==> config.mk <==
export PLATFORM = sky130hd
export DESIGN_NAME = scan_sequencer
export DESIGN_NICKNAME = d
export VERILOG_FILES = /design/src/rtl/scan_sequencer.sv
export SDC_FILE = /design/constraint.sdc
export NUM_CORES = 1
export LEC_CHECK = 0
export BUFFER_PORTS_ARGS = -buffer_cell sky130_fd_sc_hd__buf_2
export CAP_MARGIN = 25
export CELL_PAD_IN_SITES_DETAIL_PLACEMENT = 1
export CELL_PAD_IN_SITES_GLOBAL_PLACEMENT = 1
export CORE_MARGIN = 5
export CORE_UTILIZATION = 35
export DETAILED_ROUTE_END_ITERATION = 8
export GPL_TIMING_DRIVEN = 0
export MAX_ROUTING_LAYER = met4
export PLACE_DENSITY = 0.74
export SYNTH_ARGS = -nofsm -noshare
export SYNTH_HDL_FRONTEND = slang
export SYNTH_SLANG_ARGS = --single-unit
export TNS_END_PERCENT = 5
==> constraint.sdc <==
create_clock -name clk_100M -period 2.7 [get_ports clk_100M]
set_input_delay 0.27 -clock clk_100M [delete_from_list [all_inputs] [get_ports clk_100M]]
set_output_delay 0.27 -clock clk_100M [all_outputs]
set_load 0.01 [all_outputs]
==> src/rtl/scan_sequencer.sv <==
// rtl/scan_sequencer.sv - frame scheduler for Transmit gates; `FRAME_INTERLEAVE_EN selects even/odd line order
module scan_sequencer #(
    parameter int LINE_COUNT  = 256,
    parameter int FOCUS_COUNT = 3,
    parameter int PR_CYCLES   = 2000,
    parameter int RX_CYCLES   = 20000,
    parameter int END_CYCLES  = 100,
    parameter int GAP_CYCLES  = 50
) (
    input  logic       clk_100M,
    input  logic       reset_n,
    input  logic       start,
    input  logic       stop,
    input  logic       continuous,
    output logic [7:0] Line_Num,
    output logic [1:0] Focus_Num,
    output logic       Pr_Gate,
    output logic       RX_Gate,
    output logic       End_Gate,
    output logic       Envelop,
    output logic       busy,
    output logic       frame_done
);

    typedef enum logic [2:0] {S_IDLE, S_PREP, S_RX, S_END, S_GAP} state_t;

    localparam logic [15:0] PR_LOAD    = 16'(PR_CYCLES - 1);
    localparam logic [15:0] RX_LOAD    = 16'(RX_CYCLES - 1);
    localparam logic [15:0] END_LOAD   = 16'(END_CYCLES - 1);
    localparam logic [15:0] GAP_LOAD   = (GAP_CYCLES > 0) ? 16'(GAP_CYCLES - 1) : 16'd0;
    localparam logic [8:0]  LINE_LAST  = 9'(LINE_COUNT - 1);
    localparam logic [1:0]  FOCUS_LAST = 2'(FOCUS_COUNT - 1);

    state_t      state;
    logic [15:0] cnt;
    logic [8:0]  line_idx;
    logic        stop_pending;
    logic [8:0]  line_next;
    logic        line_last;
    logic        focus_last;
    logic        frame_end;
    logic        adv;
    logic        halt;

    assign Line_Num   = line_idx[7:0];
    assign focus_last = (Focus_Num == FOCUS_LAST);
    assign frame_end  = focus_last && line_last;
    assign adv        = (cnt == 16'd0) &&
                        ((state == S_GAP) || ((state == S_END) && (GAP_CYCLES == 0)));
    // A stop pulse landing on the advance cycle itself still halts this firing.
    assign halt       = stop_pending || stop || (frame_end && !continuous);

`ifdef FRAME_INTERLEAVE_EN
    always_comb begin
        line_next = 9'd0;
        line_last = 1'b0;
        if ((line_idx + 9'd2) <= LINE_LAST) begin
            line_next = line_idx + 9'd2;
        end else if (!line_idx[0] && (LINE_COUNT > 1)) begin
            line_next = 9'd1;
        end else begin
            line_last = 1'b1;
        end
    end
`else
    always_comb begin
        line_last = (line_idx == LINE_LAST);
        line_next = line_last ? 9'd0 : line_idx + 9'd1;
    end
`endif

    always_ff @(posedge clk_100M or negedge reset_n) begin
        if (!reset_n) begin
            state        <= S_IDLE;
            cnt          <= 16'd0;
            line_idx     <= 9'd0;
            Focus_Num    <= 2'd0;
            stop_pending <= 1'b0;
            Pr_Gate      <= 1'b0;
            RX_Gate      <= 1'b0;
            End_Gate     <= 1'b0;
            Envelop      <= 1'b0;
            busy         <= 1'b0;
            frame_done   <= 1'b0;
        end else begin
            frame_done <= 1'b0;
            case (state)
                S_IDLE: begin
                    stop_pending <= 1'b0;
                    if (start && !stop) begin
                        state     <= S_PREP;
                        cnt       <= PR_LOAD;
                        line_idx  <= 9'd0;
                        Focus_Num <= 2'd0;
                        Pr_Gate   <= 1'b1;
                        Envelop   <= 1'b1;
                        busy      <= 1'b1;
                    end
                end
                S_PREP: begin
                    stop_pending <= stop_pending | stop;
                    if (cnt == 16'd0) begin
                        state   <= S_RX;
                        cnt     <= RX_LOAD;
                        Pr_Gate <= 1'b0;
                        RX_Gate <= 1'b1;
                    end else begin
                        cnt <= cnt - 16'd1;
                    end
                end
                S_RX: begin
                    stop_pending <= stop_pending | stop;
                    if (cnt == 16'd0) begin
                        state    <= S_END;
                        cnt      <= END_LOAD;
                        RX_Gate  <= 1'b0;
                        End_Gate <= 1'b1;
                    end else begin
                        cnt <= cnt - 16'd1;
                    end
                end
                S_END: begin
                    stop_pending <= stop_pending | stop;
                    if (cnt == 16'd0) begin
                        state    <= S_GAP;
                        cnt      <= GAP_LOAD;
                        End_Gate <= 1'b0;
                    end else begin
                        cnt <= cnt - 16'd1;
                    end
                end
                S_GAP: begin
                    stop_pending <= stop_pending | stop;
                    if (cnt != 16'd0) begin
                        cnt <= cnt - 16'd1;
                    end
                end
                default: state <= S_IDLE;
            endcase

            // Advance step overrides the phase logic above on the firing's last cycle.
            if (adv) begin
                if (!focus_last) begin
                    Focus_Num <= Focus_Num + 2'd1;
                end else begin
                    Focus_Num <= 2'd0;
                    line_idx  <= line_last ? 9'd0 : line_next;
                end
                frame_done <= frame_end;
                if (halt) begin
                    state        <= S_IDLE;
                    Envelop      <= 1'b0;
                    busy         <= 1'b0;
                    stop_pending <= 1'b0;
                    line_idx     <= 9'd0;
                    Focus_Num    <= 2'd0;
                end else begin
                    state   <= S_PREP;
                    cnt     <= PR_LOAD;
                    Pr_Gate <= 1'b1;
                end
            end
        end
    end

endmodule

==> results of run 1 <==
worst max-delay path by stage:
| stage | cells after the start | end | slack, ns |
|---|---|---|---|
| 3_5_place_dp | 10 | cnt[0] | 0.17 |
| 3_3_place_gp | 10 | cnt[0] | 0.21 |
| 4_1_cts | 10 | cnt[0] | 0.15 |
| 5_1_grt | 8 | cnt[0] | 0.04 |
| 2_1_floorplan | 10 | cnt[0] | 0.51 |
| 6_report | 6 | line_idx[3] | 0.13 |
metal layers:
layer | vias to the layer above | global-route usage | part of all wire
met5 | - | - | 0
met4 | 0 | 0.06156 | 0.017
met3 | 11 | 0.02302 | 0.057
met2 | 77 | 0.2861 | 0.47
met1 | 1253 | 0.2445 | 0.45
li1 | 1193 | - | -
cells in the mapped netlist (5+ instances only):
master	count
nor4_1	6
clkbuf_1	6
o21ai_0	24
a21oi_1	16
nor3_1	16
o211ai_1	5
xor2_1	6
nand4_1	10
nand2_1	32
nor2b_1	7
nor3b_1	6
buf_4	9
dfrtp_1	37
nor2_1	25
nand3_1	11
buf_2	7
critical path, stage by stage (launching register included):
cell	delay [ns]
dfrtp_1	0.37
clkbuf_1	0.18
nor3_1	0.67
and2_1	0.22
clkbuf_1	0.35
a31oi_1	0.27
a211o_1	0.40
stage by stage:
step,setup slack [ns],instances,instance area (um^2),hold WS (ns),util
global route,0.03859,438,2990,0.1725,0.4101
floorplan,0.5096,308,2626,-0.02559,-
CTS,0.1510,435,2970,0.1364,0.4073
global placement,0.2135,427,2850,0.4596,0.3909
finish,0.1303,438,2990,0.09088,0.4101
detailed placement,0.1698,427,2850,0.4615,0.3909
report_power, final:
part	switching, uW	internal (uW)
Sequential	1.56	555
Combinational	15.8	5.47
Clock	229	301
Total	247	861
area by class of cell:
type,instances,area share
well taps,99,0.04142
repair buffers,23,0.04017
clock inverters,2,0.01255
plain buffers,26,0.04979
multi-input cells,240,0.5126
inverters,5,0.006276
clock buffers,6,0.02762
flip-flops and latches,37,0.3096
state kept, by name (all words and copies together), names as in the netlist:
register	cells
frame_done	1
Envelop	1
Focus_Num	2
End_Gate	1
Pr_Gate	1
line_idx	9
busy	1
cnt	16
stop_pending	1
state	3
RX_Gate	1
timing repair:
action	CTS	global route
resized for setup	0	0
hold buffers	0	0
endpoints found under the setup margin	0	1
buffers inserted	0	2
kinds of logic after synthesis:
family          after synthesis  share of synthesized area
compound gates               77                     0.1911
xor+xnor                      8                    0.02668
fa+ha+maj                     4                    0.01906
buf+inv                      31                    0.06383
flops                        37                     0.3525
mux                           2                    0.01286
simple gates                149                     0.3340
==> impl_results.md, run 1 <==
* Drt via density at between 5 and 6
* FMAX at 389.2 MHz
* Port bufs at 20
* IO Count at 21
* CTS tree: built
* Period utilisation layout at 0.9517
* Largest net degree at the start of global routing at 38
* Pleak at between 0.001 and 0.0015 uW
* Reg2reg setup slack at approximately 0.13 ns
* Vias at 2534
* DRC Markers at 0
* Syn nets at approximately 320
* Most frequent cells in the layout: dfrtp_1, nand2_1, buf_2
* CP Data Required Time at ~2.9 ns
* Initial Utilization at 0.3602
* Post-Route Setup TNS at 0 ns
* Diode count at 0
* FILL cells at 931
* Most area-consuming cells after synthesis: dfrtp_1, o21ai_0, nand2_1
* FF-to-FF End: line_idx[3]
* Post-synth EDFFs at 0
* Footprint of the multi-input gates at 1533 um^2
* Outcome: complete, no violations
* Clk_lat worst skew at about 0.30 ns
* Final WL at 8.273 mm
* Top FF cell, synth: dfrtp_1
* Fin Clk Skew at ~0.0032 ns
* Die area at 9336 um^2
* Share of layout cells above drive strength 1 at 0.2094
* Routability cong. at 0.8936
* Synthesized flop and latch total at 37
* R2R depth at 6
* CP max FO at 9
* Worst-Margin Slew at approximately 0.90 ns
* CP Class: reg2reg
* Die W at around 97 um
* CP endpoint kind: register
* Inserted Clock Buffers at 5
* Core area at approximately 7300 um^2
* Depth of the CTS H-tree at 2
* Worst setup startpoint: state[0]
* Worst R2R Start: state[0]
* P&R area growth vs syn at 13.86%
* # clock sinks at 37
* Commonest non-fill, non-tap cell in the layout: dfrtp_1
* Max-cap violations at 0
* Post-DRT Antenna Nets at 0
* Synth cell types at 64
* First-pass GRT wire length at between 10 and 15 mm
* CP Launch Type: register
* Final Power at 1108 uW
* Maximum VDD drop at 0.1847 mV
* Unrepaired setup endpoints after global routing: no
* Syn Std Cell Area at around 2600 um^2
* Gr usage total at 0.1826
* CTS Root Buffer Type: clkbuf_8
* Pre-Repair DR Iteration Count at 4
* Ys async rst share at 1.000
* Min cycle time layout at 2.570 ns
* Syn Area/Cell at about 8.5 um^2
* Maximum clock path buffer count at 2
* HPWL after detailed placement at approximately 6 mm
* Cells after synthesis at between 300 and 400
* PD cells at between 300 and 400 nW/um^2
* Post-synthesis sequential area ratio at 0.3525
* Std cell rows at 31
* Die height at a little under 100 um
* Avg WL per Cell at 18.89 um
* Grt ovf at 0
* Synth area leader: dfrtp_1
* Final nets at approximately 350
* Slew headroom at 0.3973
* Reg area at 925.9 um^2
* Max Transition Viols Final at 0
* Warnings, synthesis at 0
* Clock-pin slew on the worst setup and hold paths at 0.08 ns
* Synth top area share at 0.3525
* Hold Fails Final Rpt at 0
* Initial antenna violation count at 0
* Arrival time worst endpoint at between 2 and 3 ns
* Class of the worst hold path: in2async
* DR iter-0 viols at approximately 170
* Final setup viols at 0
* Vias in the first global route at around 2600
No activity file was read; power rests on OpenSTA's default activity.
==> run 2, diff against run 1 <==
--- a/config.mk
+++ b/config.mk
@@ -14,8 +14,8 @@
 export DETAILED_ROUTE_END_ITERATION = 8
 export GPL_TIMING_DRIVEN = 0
 export MAX_ROUTING_LAYER = met4
-export PLACE_DENSITY = 0.74
+export PLACE_DENSITY = 0.76
 export SYNTH_ARGS = -nofsm -noshare
 export SYNTH_HDL_FRONTEND = slang
 export SYNTH_SLANG_ARGS = --single-unit
-export TNS_END_PERCENT = 5
+export TNS_END_PERCENT = 50
==> constraint.sdc (replaced) <==
create_clock -name clk_100M -period 2.2 [get_ports clk_100M]
set_input_delay 0.22 -clock clk_100M [delete_from_list [all_inputs] [get_ports clk_100M]]
set_output_delay 0.22 -clock clk_100M [all_outputs]
set_load 0.01 [all_outputs]
==> impl_results.md, run 2 (same netlist as run 1, synthesis figures left out) <==
* Outcome: finished with violations (was complete, no violations)
* Failing checks: negative setup slack
* Die W at 96.63 um (unchanged)
* Vias in the first global route at 2611 (was 2585)
* Largest net degree at the start of global routing at 38 (unchanged)
* CTS tree: built (unchanged)
* Final WL at 9.216 mm (was 8.273 mm)
* Crit path buf inv count at 4 (was 2)
* Period utilisation layout at 1.058 (was 0.9517)
* Final nets at 366 (was 347)
* Inserted Clock Buffers at 5 (unchanged)
* Min setup slack post-route at -0.1279 ns (was 0.1303 ns)
* CP Data Required Time at 2.45 ns (was 2.89 ns)
* Unrepaired setup endpoints after global routing: yes (was no)
* Met3 WL at 486 um (was 474 um)
* Clock-pin slew on the worst setup and hold paths at 0.09 ns (was 0.08 ns)
* Drt via density at 5.974 (was 5.785)
* Placed insts at 427 (unchanged)
* IO Count at 21 (unchanged)
* Min cycle time layout at 2.328 ns (was 2.570 ns)
* Slew headroom at 0.4274 (was 0.3973)
* Max reg flops at 16 (unchanged)
* Depth of the CTS H-tree at 2 (unchanged)
* R2R depth at 10 (was 6)
* HPWL after detailed placement at 5.918 mm (was 5.836 mm)
* Post-DRT Antenna Nets at 0 (unchanged)
* Maximum VDD drop at 0.1954 mV (was 0.1847 mV)
* Core area at 7292 um^2 (unchanged)
* Reg2reg setup slack at -0.13 ns (was 0.13 ns)
* Largest Register: cnt (unchanged)
* Initial antenna violation count at 0 (unchanged)
* Gr usage total at 0.1881 (was 0.1826)
* Share of layout cells above drive strength 1 at 0.3184 (was 0.2094)
* CP max stage cell: mux4_2 (was nor3_1)
* Avg WL per Cell at 20.17 um (was 18.89 um)
* Wl on met1 at 4.081 mm (was 3.755 mm)
* Worst R2R Start: cnt[0] (was state[0])
* FF-to-FF End: cnt[0] (was line_idx[3])
* Final setup viols at 4 (was 0)
* Vias at 2730 (was 2534)
* Fin Clk Skew at 0.01469 ns (was 0.003232 ns)
* Max Transition Viols Final at 0 (unchanged)
* CP max FO at 5 (was 9)
* Die height at 96.63 um (unchanged)
* Port bufs at 20 (unchanged)
* Pleak at 0.001301 uW (was 0.001185 uW)
* Max-cap violations at 0 (unchanged)
* DRC Markers at 0 (unchanged)
* CP Class: reg2reg (unchanged)
* CTS Root Buffer Type: clkbuf_8 (unchanged)
* Initial Utilization at 0.3602 (unchanged)
* Die area at 9336 um^2 (unchanged)
* CP Cell Sequence: inv_2 -> ha_4 -> nor4b_4 -> and4_1 -> buf_6 -> inv_8 -> ha_4 -> inv_2 -> mux4_2 -> nand2_2 (was clkbuf_1 -> nor3_1 -> and2_1 -> clkbuf_1 -> a31oi_1 -> a211o_1)
* Slowest stage delay, CP at 0.47 ns (was 0.67 ns)
* Registers with the most flip-flops: cnt: 16 flops, line_idx: 9 flops, state: 3 flops (unchanged)
* Most frequent cells in the layout: dfrtp_1, buf_4, nand2_1 (was dfrtp_1, nand2_1, buf_2)
* Maximum clock path buffer count at 2 (unchanged)
* CP endpoint kind: register (unchanged)
* FMAX at 429.6 MHz (was 389.2 MHz)
* Grt ovf at 0 (unchanged)
* P&R area growth vs syn at 24.92% (was 13.86%)
* DR iter-0 viols at 176 (was 174)
* Final Instance Count excl. Fillers at 457 (was 438)
* Routed wl met2 at 4.408 mm (was 3.903 mm)
* Std cell rows at 31 (unchanged)
* Commonest non-fill, non-tap cell in the layout: dfrtp_1 (unchanged)
* Pre-Repair DR Iteration Count at 5 (was 4)
* Diode count at 0 (unchanged)
* Post-Route Setup TNS at -0.2044 ns (was 0 ns)
* Arrival time worst endpoint at 2.58 ns (was 2.76 ns)
* CP Launch Type: register (unchanged)
* Worst-Margin Slew at 0.8589 ns (was 0.9000 ns)
* PD cells at 365.2 nW/um^2 (was 370.4 nW/um^2)
* First-pass GRT wire length at 13.92 mm (was 13.59 mm)
* Clk_lat worst skew at 0.31 ns (was 0.30 ns)
* Routability cong. at 0.9075 (was 0.8936)
* Uppermost layer routed: met4 (unchanged)
* Crit path max-delay family: simple AND/OR/NAND/NOR gates (unchanged)
* Hold Fails Final Rpt at 0 (unchanged)
* # clock sinks at 37 (unchanged)
* Class of the worst hold path: in2async (unchanged)
[run 2: cell count changes in the layout (fill, tap and decap cells not counted), sizes merged]
cell / before / now
buf: 41 / 59
bufinv: 1 / 0
clkinv: 0 / 2
clkinvlp: 1 / 0
clkbuf: 14 / 15
[run 2: what timing repair did]
action | 4_1_cts | 5_1_grt
buffers inserted | 5 | 17
hold buffers | 0 | 0
gates resized for setup | 14 | 35
endpoints found under the setup margin | 28 | 23
pin swaps | 2 | 14
[run 2: how the worst max path moves through the flow]
stage	from	endpoint	cells after the start
2_1_floorplan	cnt[0]	cnt[0]	10
3_3_place_gp	cnt[0]	cnt[0]	10
3_5_place_dp	cnt[0]	cnt[0]	10
4_1_cts	cnt[0]	cnt[0]	10
5_1_grt	cnt[1]	cnt[0]	10
6_report	cnt[0]	cnt[0]	10
[run 2: routing by layer]
layer  track usage  vias to the layer above
met5             -                        -
met4       0.06263                        0
met3       0.02518                       26
met2        0.2877                      125
li1              -                     1228
met1        0.2574                     1351
[run 2: layout make-up]
class / count / area, um^2
buffer: 26 / 171.4
clock buffer: 6 / 72.57
clock inverter: 2 / 10.01
fill: 927 / 4011
inverter: 5 / 26.28
multi-input combinational: 240 / 1684
sequential: 37 / 927.1
tap: 99 / 123.9
timing repair buffer: 42 / 265.3
[run 2: power by group]
part           leakage [uW]  switching [uW]  internal [uW]
Sequential         0.000436            1.82            681
Combinational      0.000820            19.6           6.75
Clock             0.0000450             268            220
Total               0.00130             290            908
[run 2: per-stage QoR]
stage          instance area, um^2  hold WS, ns  setup WS (ns)  total power (uW)    util
5_1_grt                       3281      0.08476        -0.1903              1249  0.4499
2_1_floorplan                 2626     -0.07559       0.009560             702.1       -
3_5_place_dp                  2850       0.3913        -0.3378             724.3  0.3909
6_report                      3281      0.01841        -0.1279              1198  0.4499
4_1_cts                       3024      0.06357       -0.06446              1216  0.4147
3_3_place_gp                  2850       0.3951        -0.3147             723.9  0.3909
==> run 3, diff against run 2 <==
--- a/config.mk
+++ b/config.mk
@@ -14,7 +14,7 @@
 export DETAILED_ROUTE_END_ITERATION = 8
 export GPL_TIMING_DRIVEN = 0
 export MAX_ROUTING_LAYER = met4
-export PLACE_DENSITY = 0.76
+export PLACE_DENSITY_LB_ADDON = 0.1
 export SYNTH_ARGS = -nofsm -noshare
 export SYNTH_HDL_FRONTEND = slang
 export SYNTH_SLANG_ARGS = --single-unit
==> impl_results.md, run 3 (same netlist as run 1, synthesis figures left out) <==
* CP Launch Type: register (unchanged)
* Max Transition Viols Final at 0 (unchanged)
* DRC Markers at 0 (unchanged)
* Drt via density at 5.677 (was 5.974)
* Initial antenna violation count at 0 (unchanged)
* Placed inst area at 2850 um^2 (unchanged)
* CP endpoint kind: register (unchanged)
* First-pass GRT wire length at 14.01 mm (was 13.92 mm)
* Footprint of the multi-input gates at 1605 um^2 (was 1684 um^2)
* Unrepaired setup endpoints after global routing: yes (unchanged)
* Pre-Repair DR Iteration Count at 4 (was 5)
* Final nets at 359 (was 366)
* Pleak at 0.001256 uW (was 0.001301 uW)
* Crit path buf inv count at 1 (was 4)
* Post-Route Setup TNS at -0.1331 ns (was -0.2044 ns)
* Largest Register: cnt (unchanged)
* Die area at 9336 um^2 (unchanged)
* Routability cong. at 0.8166 (was 0.9075)
* Pre-CTS setup slack at -0.3193 ns (was -0.3378 ns)
* Outcome: finished with violations (unchanged)
* Maximum VDD drop at 0.2088 mV (was 0.1954 mV)
* Fin Clk Skew at 0.006487 ns (was 0.01469 ns)
* Util after Layout at 0.4338 (was 0.4499)
* CP Class: reg2reg (unchanged)
* Hold Fails Final Rpt at 0 (unchanged)
* Registers with the most flip-flops: cnt: 16 flops, line_idx: 9 flops, state: 3 flops (unchanged)
* Commonest non-fill, non-tap cell in the layout: dfrtp_1 (unchanged)
* Port bufs at 20 (unchanged)
* Avg WL per Cell at 19.08 um (was 20.17 um)
* FMAX at 443.9 MHz (was 429.6 MHz)
* Inserted Clock Buffers at 5 (unchanged)
* Final WL at 8.565 mm (was 9.216 mm)
* Max reg flops at 16 (unchanged)
* CTS tree: built (unchanged)
* Slew headroom at 0.4259 (was 0.4274)
* Gr usage total at 0.1879 (was 0.1881)
* Design area at 3163 um^2 (was 3281 um^2)
* Die W at 96.63 um (unchanged)
* CP max FO at 9 (was 5)
* Failing checks: negative setup slack (unchanged)
* DR iter-0 viols at 108 (was 176)
* Max-cap violations at 0 (unchanged)
* Maximum clock path buffer count at 2 (unchanged)
* Grt ovf at 0 (unchanged)
* Min setup slack post-route at -0.05277 ns (was -0.1279 ns)
* Std cell rows at 31 (unchanged)
* Most frequent cells in the layout: dfrtp_1, nand2_1, nor2_1 (was dfrtp_1, buf_4, nand2_1)
* Vias at 2549 (was 2730)
* Initial Utilization at 0.3602 (unchanged)
* Clk_lat worst skew at 0.30 ns (was 0.31 ns)
* Vias in the first global route at 2674 (was 2611)
* P&R area growth vs syn at 20.44% (was 24.92%)
* Crit path max-delay family: simple AND/OR/NAND/NOR gates (unchanged)
* CP max stage cell: nor3b_2 (was mux4_2)
* CTS Root Buffer Type: clkbuf_8 (unchanged)
* Post-CTS Hold Buffers at 0 (unchanged)
* Worst-Margin Slew at 0.8571 ns (was 0.8589 ns)
* FILL cells at 908 (was 927)
* CP Data Required Time at 2.43 ns (was 2.45 ns)
* Final Power at 1225 uW (was 1198 uW)
* CP Cell Sequence: clkbuf_1 -> nor3b_2 -> nor2_1 -> o21a_1 -> or3b_2 -> nand4_1 (was inv_2 -> ha_4 -> nor4b_4 -> and4_1 -> buf_6 -> inv_8 -> ha_4 -> inv_2 -> mux4_2 -> nand2_2)
* Slowest stage delay, CP at 0.67 ns (was 0.47 ns)
* Final setup viols at 4 (unchanged)
* PD cells at 387.2 nW/um^2 (was 365.2 nW/um^2)
* Depth of the CTS H-tree at 2 (unchanged)
* Die height at 96.63 um (unchanged)
* Post-DRT Antenna Nets at 0 (unchanged)
* Share of layout cells above drive strength 1 at 0.2686 (was 0.3184)
* # clock sinks at 37 (unchanged)
* Worst setup startpoint: state[0] (was cnt[0])
* Min cycle time layout at 2.253 ns (was 2.328 ns)
* Worst R2R Start: state[0] (was cnt[0])
* Arrival time worst endpoint at 2.48 ns (was 2.58 ns)
* Reg area at 927.1 um^2 (unchanged)
* Class of the worst hold path: in2async (unchanged)
* Largest net degree at the start of global routing at 38 (unchanged)
* Core area at 7292 um^2 (unchanged)
* Period utilisation layout at 1.024 (was 1.058)
* HPWL after detailed placement at 5.996 mm (was 5.918 mm)
* Diode count at 0 (unchanged)
* Clock-pin slew on the worst setup and hold paths at 0.08 ns (was 0.09 ns)
* IO Count at 21 (unchanged)
==> run 3: changes by cell type in the layout (fill, tap and decap cells not counted), sizes merged <==
cell	before	now
clkbuf	15	13
buf	59	54
clkinv	2	0
clkinvlp	0	1
==> run 3: routing by layer <==
metal	part of all wire	vias to the layer above	GRT usage
met5	0	-	-
met4	0.011	0	0.06911
met3	0.032	6	0.02014
met2	0.48	45	0.2919
met1	0.47	1285	0.2533
li1	-	1213	-
==> run 3: stage by stage <==
stage	std cells	hold WS [ns]
after floorplan	308	-0.07559
after global placement	427	0.3899
after detailed placement	427	0.3899
after CTS	441	0.06041
after global routing	449	0.08934
final	449	0.02381
==> run 3: worst register-to-register path, cell delays in order (launching register included) <==
cell and delay, ns:
dfrtp_1 0.36, clkbuf_1 0.19, nor3b_2 0.68, nor2_1 0.11, o21a_1 0.28, or3b_2 0.46, nand4_1 0.11
==> run 3: report_power, final <==
part	switching, uW	leakage, uW	internal (uW)
registers	1.91	0.000436	681
clock network	268	0.0000433	248
logic	19.0	0.000777	6.72
==> run 3: area by class of cell <==
type / count / area share
well taps: 99 / 0.03916
repair buffers: 35 / 0.06725
clock inverters: 1 / 0.002373
plain buffers: 26 / 0.05538
flip-flops and latches: 37 / 0.2931
inverters: 5 / 0.009098
multi-input cells: 240 / 0.5075
clock buffers: 6 / 0.02611
==> run 3: path summary, 6_finish.rpt <==
| check | cells past startpoint | slack, ns | to |
|---|---|---|---|
| setup / recovery | 6 | -0.05 | cnt[2] |
| hold / removal | 1 | 0.02 | line_idx[1] |
| setup reg to reg | 6 | -0.05 | cnt[2] |
| hold reg to reg | 1 | 0.50 | line_idx[8] |
| max in group asynchronous | 1 | 1.58 | cnt[0] |
| min in group clk_100M | 3 | 0.24 | stop_pending |
==> run 3: what timing repair did <==
item | CTS | global route
hold endpoints to repair | 0 | 0
pin swaps | 1 | 5
endpoints found under the setup margin | 28 | 27
resized for setup | 12 | 20
cloned | 0 | 0
buffers inserted | 7 | 8
